## src/rtl/inference_stream_sequencer.sv

```systemverilog
// Streams buffered per-literal image columns as class/clause/literal beats.
// Ports: clock, reset (sync, active-high); lit_wr_en/lit_wr_addr/lit_wr_data
//   load the literal buffer while idle; run starts a pass; busy, done and
//   err_overrun report status; start_compute, input_literals, class_in and
//   clause_in carry one beat per clock. Define SEQ_PAUSE_EN to add a pause
//   input that stalls streaming.
module inference_stream_sequencer #(
  parameter int CLAUSE_LEN   = 9,
  parameter int CLASS_LEN    = 4,
  parameter int IMAGES       = 8,
  parameter int NUM_LIT      = 16,
  parameter int DRAIN_CYCLES = 4
) (
  input  logic                       clock,
  input  logic                       reset,
  input  logic                       lit_wr_en,
  input  logic [$clog2(NUM_LIT)-1:0] lit_wr_addr,
  input  logic [IMAGES-1:0]          lit_wr_data,
  input  logic                       run,
`ifdef SEQ_PAUSE_EN
  input  logic                       pause,
`endif
  output logic                       busy,
  output logic                       done,
  output logic                       err_overrun,
  output logic                       start_compute,
  output logic [IMAGES-1:0]          input_literals,
  output logic [CLASS_LEN-1:0]       class_in,
  output logic [CLAUSE_LEN-1:0]      clause_in
);

  localparam int LW  = (NUM_LIT > 1) ? $clog2(NUM_LIT) : 1;
  localparam int CLW = (CLAUSE_LEN > 1) ? $clog2(CLAUSE_LEN) : 1;
  localparam int CSW = (CLASS_LEN > 1) ? $clog2(CLASS_LEN) : 1;
  localparam int DW  = (DRAIN_CYCLES > 1) ? $clog2(DRAIN_CYCLES) : 1;

  localparam logic [LW-1:0]  LIT_LAST   = LW'(NUM_LIT - 1);
  localparam logic [CLW-1:0] CL_LAST    = CLW'(CLAUSE_LEN - 1);
  localparam logic [CSW-1:0] CLS_LAST   = CSW'(CLASS_LEN - 1);
  localparam logic [DW-1:0]  DRAIN_LAST =
    DW'((DRAIN_CYCLES > 0) ? DRAIN_CYCLES - 1 : 0);

  typedef enum logic [1:0] {
    ST_IDLE,
    ST_STREAM,
    ST_DRAIN,
    ST_DONE
  } state_t;

  state_t state_q, state_n;

  logic [LW-1:0]  lit_q, lit_n;
  logic [CLW-1:0] cl_q, cl_n;
  logic [CSW-1:0] cls_q, cls_n;
  logic [DW-1:0]  dcnt_q, dcnt_n;

  logic                  busy_n;
  logic                  done_n;
  logic                  err_n;
  logic                  sc_n;
  logic [IMAGES-1:0]     lits_n;
  logic [CLASS_LEN-1:0]  class_n;
  logic [CLAUSE_LEN-1:0] clause_n;

  logic [IMAGES-1:0] lit_mem [NUM_LIT];
  logic              mem_we;
  logic              addr_ok;
  logic              hold;

`ifdef SEQ_PAUSE_EN
  assign hold = pause;
`else
  assign hold = 1'b0;
`endif

  assign addr_ok = 32'(lit_wr_addr) < 32'(NUM_LIT);

  // Buffer has no reset: contents survive reset and are reused by later runs.
  always_ff @(posedge clock) begin
    if (mem_we) begin
      lit_mem[lit_wr_addr] <= lit_wr_data;
    end
  end

  always_comb begin
    state_n  = state_q;
    lit_n    = lit_q;
    cl_n     = cl_q;
    cls_n    = cls_q;
    dcnt_n   = dcnt_q;
    busy_n   = busy;
    done_n   = 1'b0;
    err_n    = err_overrun;
    sc_n     = 1'b0;
    lits_n   = input_literals;
    class_n  = class_in;
    clause_n = clause_in;
    mem_we   = 1'b0;

    // Any request outside IDLE is dropped and flagged.
    if (state_q != ST_IDLE && (run || lit_wr_en)) begin
      err_n = 1'b1;
    end

    unique case (state_q)
      ST_IDLE: begin
        busy_n   = 1'b0;
        lits_n   = '0;
        class_n  = '0;
        clause_n = '0;
        // Write lands on this edge, so the first beat reads the new data.
        mem_we   = lit_wr_en && addr_ok;
        if (run) begin
          state_n = ST_STREAM;
          busy_n  = 1'b1;
          err_n   = 1'b0;
          lit_n   = '0;
          cl_n    = '0;
          cls_n   = '0;
        end
      end
      ST_STREAM: begin
        if (!hold) begin
          sc_n     = 1'b1;
          lits_n   = lit_mem[lit_q];
          class_n  = CLASS_LEN'(1) << cls_q;
          clause_n = CLAUSE_LEN'(1) << cl_q;
          if (lit_q == LIT_LAST) begin
            lit_n = '0;
            if (cl_q == CL_LAST) begin
              cl_n = '0;
              if (cls_q == CLS_LAST) begin
                cls_n   = '0;
                dcnt_n  = '0;
                state_n = (DRAIN_CYCLES > 0) ? ST_DRAIN : ST_DONE;
              end else begin
                cls_n = cls_q + 1'b1;
              end
            end else begin
              cl_n = cl_q + 1'b1;
            end
          end else begin
            lit_n = lit_q + 1'b1;
          end
        end
      end
      ST_DRAIN: begin
        lits_n = '0;
        if (dcnt_q == DRAIN_LAST) begin
          state_n = ST_DONE;
        end else begin
          dcnt_n = dcnt_q + 1'b1;
        end
      end
      ST_DONE: begin
        done_n   = 1'b1;
        busy_n   = 1'b0;
        lits_n   = '0;
        class_n  = '0;
        clause_n = '0;
        state_n  = ST_IDLE;
      end
      default: begin
        state_n = ST_IDLE;
      end
    endcase
  end

  always_ff @(posedge clock) begin
    if (reset) begin
      state_q        <= ST_IDLE;
      lit_q          <= '0;
      cl_q           <= '0;
      cls_q          <= '0;
      dcnt_q         <= '0;
      busy           <= 1'b0;
      done           <= 1'b0;
      err_overrun    <= 1'b0;
      start_compute  <= 1'b0;
      input_literals <= '0;
      class_in       <= '0;
      clause_in      <= '0;
    end else begin
      state_q        <= state_n;
      lit_q          <= lit_n;
      cl_q           <= cl_n;
      cls_q          <= cls_n;
      dcnt_q         <= dcnt_n;
      busy           <= busy_n;
      done           <= done_n;
      err_overrun    <= err_n;
      start_compute  <= sc_n;
      input_literals <= lits_n;
      class_in       <= class_n;
      clause_in      <= clause_n;
    end
  end

endmodule
```

## config.mk

```make
export PLATFORM = sky130hd
export DESIGN_NAME = inference_stream_sequencer
export DESIGN_NICKNAME = d
export VERILOG_FILES = /design/src/rtl/inference_stream_sequencer.sv
export SDC_FILE = /design/constraint.sdc
export NUM_CORES = 1
export LEC_CHECK = 0
export BUFFER_PORTS_ARGS = -buffer_cell sky130_fd_sc_hd__buf_4
export CORE_ASPECT_RATIO = 0.8
export CORE_UTILIZATION = 45
export DETAILED_ROUTE_END_ITERATION = 6
export SYNTH_ARGS = -nofsm -noshare
export SYNTH_HDL_FRONTEND = slang
export SYNTH_SLANG_ARGS = --single-unit
```

## constraint.sdc

```tcl
create_clock -name clock -period 2.3 [get_ports clock]
set_clock_uncertainty 0.1 [all_clocks]
set_input_delay 0.575 -clock clock [delete_from_list [all_inputs] [get_ports clock]]
set_output_delay 0.575 -clock clock [all_outputs]
set_load 0.02 [all_outputs]
```

## Word-level counts from Yosys, hierarchy flattened

Memory sizes are Yosys's and may differ from the RTL's. A register that Yosys moved wholly into a read port is not among the register bits.
Index checks and enable logic that the tools add are counted.

| word-level totals | value |
|---|---|
| bits in registers | 39 |
| bits of input ports | 16 |
| output and inout bits | 25 |
| memories | 1 |
| logic and storage cells | 84 |
| memory bits (writable) | 128 |

Memories:

| memory | words | bits a word | rd ports | clocked after Yosys merged registers in | write ports | line | source |
|---|---|---|---|---|---|---|---|
| lit_mem | 16 | 8 | 1 | 1 | 1 | 65 | `logic [IMAGES-1:0] lit_mem [NUM_LIT];` |

| cells by class | value |
|---|---|
| add/sub/neg operators | 4 |
| equality and inequality tests | 13 |
| multiplexer cells | 37 |
| shifts and indexed selects | 2 |
| reduce and logical (&&, ||, !) cells | 15 |

Operator list:

| cell | number |
|---|---|
| 2-bit two-way mux | 13 |
| 4-bit two-way mux | 6 |
| 4-bit one-hot mux with 2 select lines | 3 |
| 9-bit one-hot mux with 2 select lines | 1 |
| 8-bit one-hot mux with 2 select lines | 1 |
| 2-bit != test, second input constant | 6 |
| 5-bit AND reduction | 2 |
| 2-bit nonzero test | 5 |
| 1-bit two-way mux | 9 |
| 1-bit by 4-bit << shifter with 9-bit output, first input constant | 1 |
| 4-bit by 1-bit adder with 4-bit output, second input constant | 2 |
| 2-bit == test, second input constant | 4 |
| 4-bit == test, second input constant | 2 |
| 2-bit one-hot mux with 2 select lines | 2 |
| 2-bit one-hot mux with 4 select lines | 1 |
| 2-bit by 1-bit adder with 2-bit output, second input constant | 2 |
| 4-bit AND reduction | 1 |
| 1-bit by 2-bit << shifter with 4-bit output, first input constant | 1 |
| 3-bit AND reduction | 1 |
| 3-bit OR reduction | 1 |
| 2-bit by 1-bit == test with 1-bit output, second input constant | 1 |
| 2-bit zero test | 1 |
| 1-bit one-hot mux with 2 select lines | 1 |
| 2-bit AND reduction | 1 |
| 3 further kinds | 3 |

## Longest topological paths before layout

| depth | value |
|---|---|
| word-level depth | 5 |
| mapped depth | 8 |
| depth with buffers taken out | 6 |

## Worst setup path before layout

No wires, ideal clock.

| timing path | value |
|---|---|
| path kind | register to register |
| start | reg state_q[0] |
| end | mem lit_mem[0][0], enable pin |
| setup slack | 58 ps |
| setup time | 383 ps |
| arrival | 1,759 ps |
| cell stages (with the launch flop) | 6 |
| clock period less this slack | 2,242 ps |
| cell sequence | dfxtp_1 inv_1 ha_1 nand2_1 or3_1 nor3_1 |

| between the ends | value |
|---|---|
| word-level cells in the longest chain between the ends | 4 |

RTL lines:

| what | line | source |
|---|---|---|
| start, declared | 50 | `state_t state_q, state_n;` |
| start signal, assigned | 184 | `state_q <= state_n;` |
| 2-bit zero test | 105 | `unique case (state_q)` |
| 1-bit two-way mux | 105 |  |
| 1-bit two-way mux | 80 | `if (mem_we) begin` |
| 1-bit two-way mux (not written as such) | 81 | `lit_mem[lit_wr_addr] <= lit_wr_data;` |
| end, declared | 65 |  |

No other way between the ends.

## Worst setup path after layout

| timing path | value |
|---|---|
| start | reg state_q[0] |
| end | mem lit_mem[0][4], enable pin |

The elaborated chain is that of the path after synthesis.

==> results.json <==
{
  "critPathCaptureType": "flip-flop",
  "final_area_um2": 8040,
  "tritoncts": "done",
  "post_cts_buffers": 0,
  "yosysTopAreaCellShare_pct": 56.8,
  "ctsResizeCount": 0,
  "holdWs_ns": 0.348,
  "drt_wl_total_mm": 14.3,
  "antenna_cells": 0,
  "antenna_found_initial": 0,
  "cts_buffer_depth": 2,
  "critical_path_class": "reg -> reg",
  "max-vdd-ir-drop_mv": 0.555,
  "grt_pass1_vias": 3836,
  "routedWlPerCell_um": 20.8,
  "synth_fp_nets": 456,
  "drive_gt1_share_pct": 24.6,
  "fin_crit_ns": 2.09,
  "rsz0062_at_grt": "false",
  "die_w_um": 139,
  "grt_max_degree": 33,
  "synth_flop_cell": "edfxtp_1",
  "hpwl_mm": 10.1,
  "yosys.cell_count.top_type": "edfxtp_1",
  "fin_tns_setup_ns": 0,
  "cp_max_fo": 7,
  "placementRows": 39,
  "worstMarginPinSlew_ns": 0.582,
  "power_leakage_uw": 0.00276,
  "drtIter0Drc": 285,
  "start_util_pct": 46.7,
  "ys_ff_latch": 171,
  "synth-edff-count": 128,
  "power.density_nw_per_um2": 1060,
  "arrival_ns": 2.11,
  "firstDrtPassIters": 7,
  "drcViolationCount": 2,
  "status": "finished, violations left",
  "yosys-top-cells-area": "edfxtp_1 57%, dfxtp_1 13%, mux4_2 7.0%",
  "grt_overflow": 0,
  "cts_max_level": 4,
  "port-buffer-count": 40,
  "total_power_uw": 8540,
  "finalSetupViolations": 0,
  "grt_pass1_wl_mm": 22.3,
  "nets": 525,
  "syn_area_um2": 6770,
  "grt.total_usage_pct": 20.0,
  "cts_root_buf": "clkbuf_16",
  "crit_path_start_kind": "flip-flop",
  "cap_violations": 0,
  "synth.distinct_cells": 47,
  "cts.clk_slew.worst_paths_ns": 0.06,
  "synth_area_per_cell_um2": 16.0,
  "maxSlewViolCount": 0,
  "vias": 3794,
  "pin_count": 41,
  "netlist_instances": 422,
  "die_h_um": 112,
  "seq_area_frac_synth_pct": 69.5,
  "synth_largest_area_cell": "edfxtp_1",
  "fillers": 1126,
  "place_congestion": 0.791,
  "numCtsBuffers": 17,
  "utilization_pct": 55.5,
  "violations": "DRC",
  "hold_viol": 0,
  "required_ns": 2.32,
  "hold_buffers": 0,
  "fin_crit_sh_pct": 90.8,
  "min-delay-path-class": "in -> reg",
  "fmax_mhz": 479,
  "drt.antenna.violating_nets": 0,
  "via_per_inst": 5.51,
  "synth_common_cells": "128 x edfxtp_1, 43 x dfxtp_1, 35 x nor2_1",
  "ys_async_sr_fraction_pct": 0,
  "insertion_delay_ns": 0.42,
  "placed_area_um2": 7450,
  "slew_headroom_pct": 60.7,
  "areaGrowthSynthToFinish_pct": 18.9,
  "core_area_um2": 14500,
  "synth_warnings": 0,
  "clock_sinks": 171,
  "floorplan.die_area_um2": 15500
}
[critical path, stage by stage (launching register included)]
cell and delay (ns):
dfxtp_1 0.34, inv_1 0.14, ha_2 0.26, nand2_1 0.09, or3_1 0.37, nor3_1 0.24, buf_4 0.24
[report_power, final]
| part | total (µW) | switching (µW) | internal, µW | leakage, µW |
|---|---|---|---|---|
| Sequential | 3690 | 163 | 3520 | 0.00150 |
| Clock | 2770 | 1090 | 1680 | 0.000282 |
| Combinational | 2090 | 1130 | 955 | 0.000977 |
| Total | 8540 | 2380 | 6160 | 0.00276 |
[per-layer routing]
metal  vias to the layer above  part of all wire [%]  global-route usage, %
li1                       1778                     -                      -
met1                      1900                    49                   30.2
met2                       103                    44                   28.4
met3                        13                   6.6                   4.65
met4                         0                   1.2                   6.67
met5                         -                     0                      0
[cell type report]
| class | count | area, µm² | share of cell area (%) |
|---|---|---|---|
| inverter | 9 | 33.8 | 0.420 |
| tap | 184 | 230 | 2.86 |
| timing repair buffer | 69 | 556 | 6.91 |
| clock buffer | 25 | 485 | 6.04 |
| multi-input combinational | 223 | 1940 | 24.2 |
| sequential | 171 | 4710 | 58.5 |
| clock inverter | 7 | 88.8 | 1.10 |
[per-stage QoR]
step	setup slack (ns)	cells
detailed placement	0.104	656
finish	0.211	688
global placement	0.223	656
global route	0.0707	688
CTS	0.0770	688
floorplan	0.0580	422
[state kept, by name, summed over array words and instances (netlist names), named ones only]
signal          count
busy                1
cl_q                4
class_in            4
clause_in           9
cls_q               2
dcnt_q              2
done                1
err_overrun         1
input_literals      8
lit_mem           128
lit_q               4
start_compute       1
state_q             2
[cells in the final DEF, fill, tap and decap left out, types with 4 or more instances in the layout]
| master | count |
|---|---|
| clkbuf_16 | 17 |
| a21oi_1 | 9 |
| a32oi_1 | 4 |
| o211ai_1 | 8 |
| mux4_1 | 4 |
| mux4_2 | 21 |
| edfxtp_1 | 128 |
| nand4_1 | 4 |
| nor3_1 | 7 |
| clkbuf_1 | 5 |
| nor2b_1 | 6 |
| ha_1 | 17 |
| dfxtp_1 | 42 |
| mux2i_1 | 16 |
| nand3_1 | 16 |
| nand2_1 | 16 |
| a22oi_1 | 18 |
| nor2_1 | 35 |
| inv_1 | 9 |
| buf_4 | 66 |
| nand2b_1 | 7 |
[worst paths after layout]
check,from,to,slack (ns),cells past startpoint
setup / recovery,state_q[0],lit_mem[0][4],0.21,6
hold / removal,lit_wr_en,err_overrun,0.35,3
hold reg to reg,err_overrun,err_overrun,0.38,2
setup reg to reg,state_q[0],lit_mem[0][4],0.21,6
[cell families (layout without fill, tap and decap cells)]
logic type | count (synthesis) | in the layout | share of synthesized area, %
adders and majority gates | 18 | 18 | 3.33
and+or+nand+nor | 105 | 105 | 7.71
muxes | 44 | 44 | 11.4
AOI/OAI and AO/OA | 52 | 52 | 5.46
xor gates and xnor gates | 4 | 4 | 0.518
DFF | 171 | 171 | 69.5
buffers and inverters | 28 | 110 | 2.00
(Power assumes the default switching activity.)
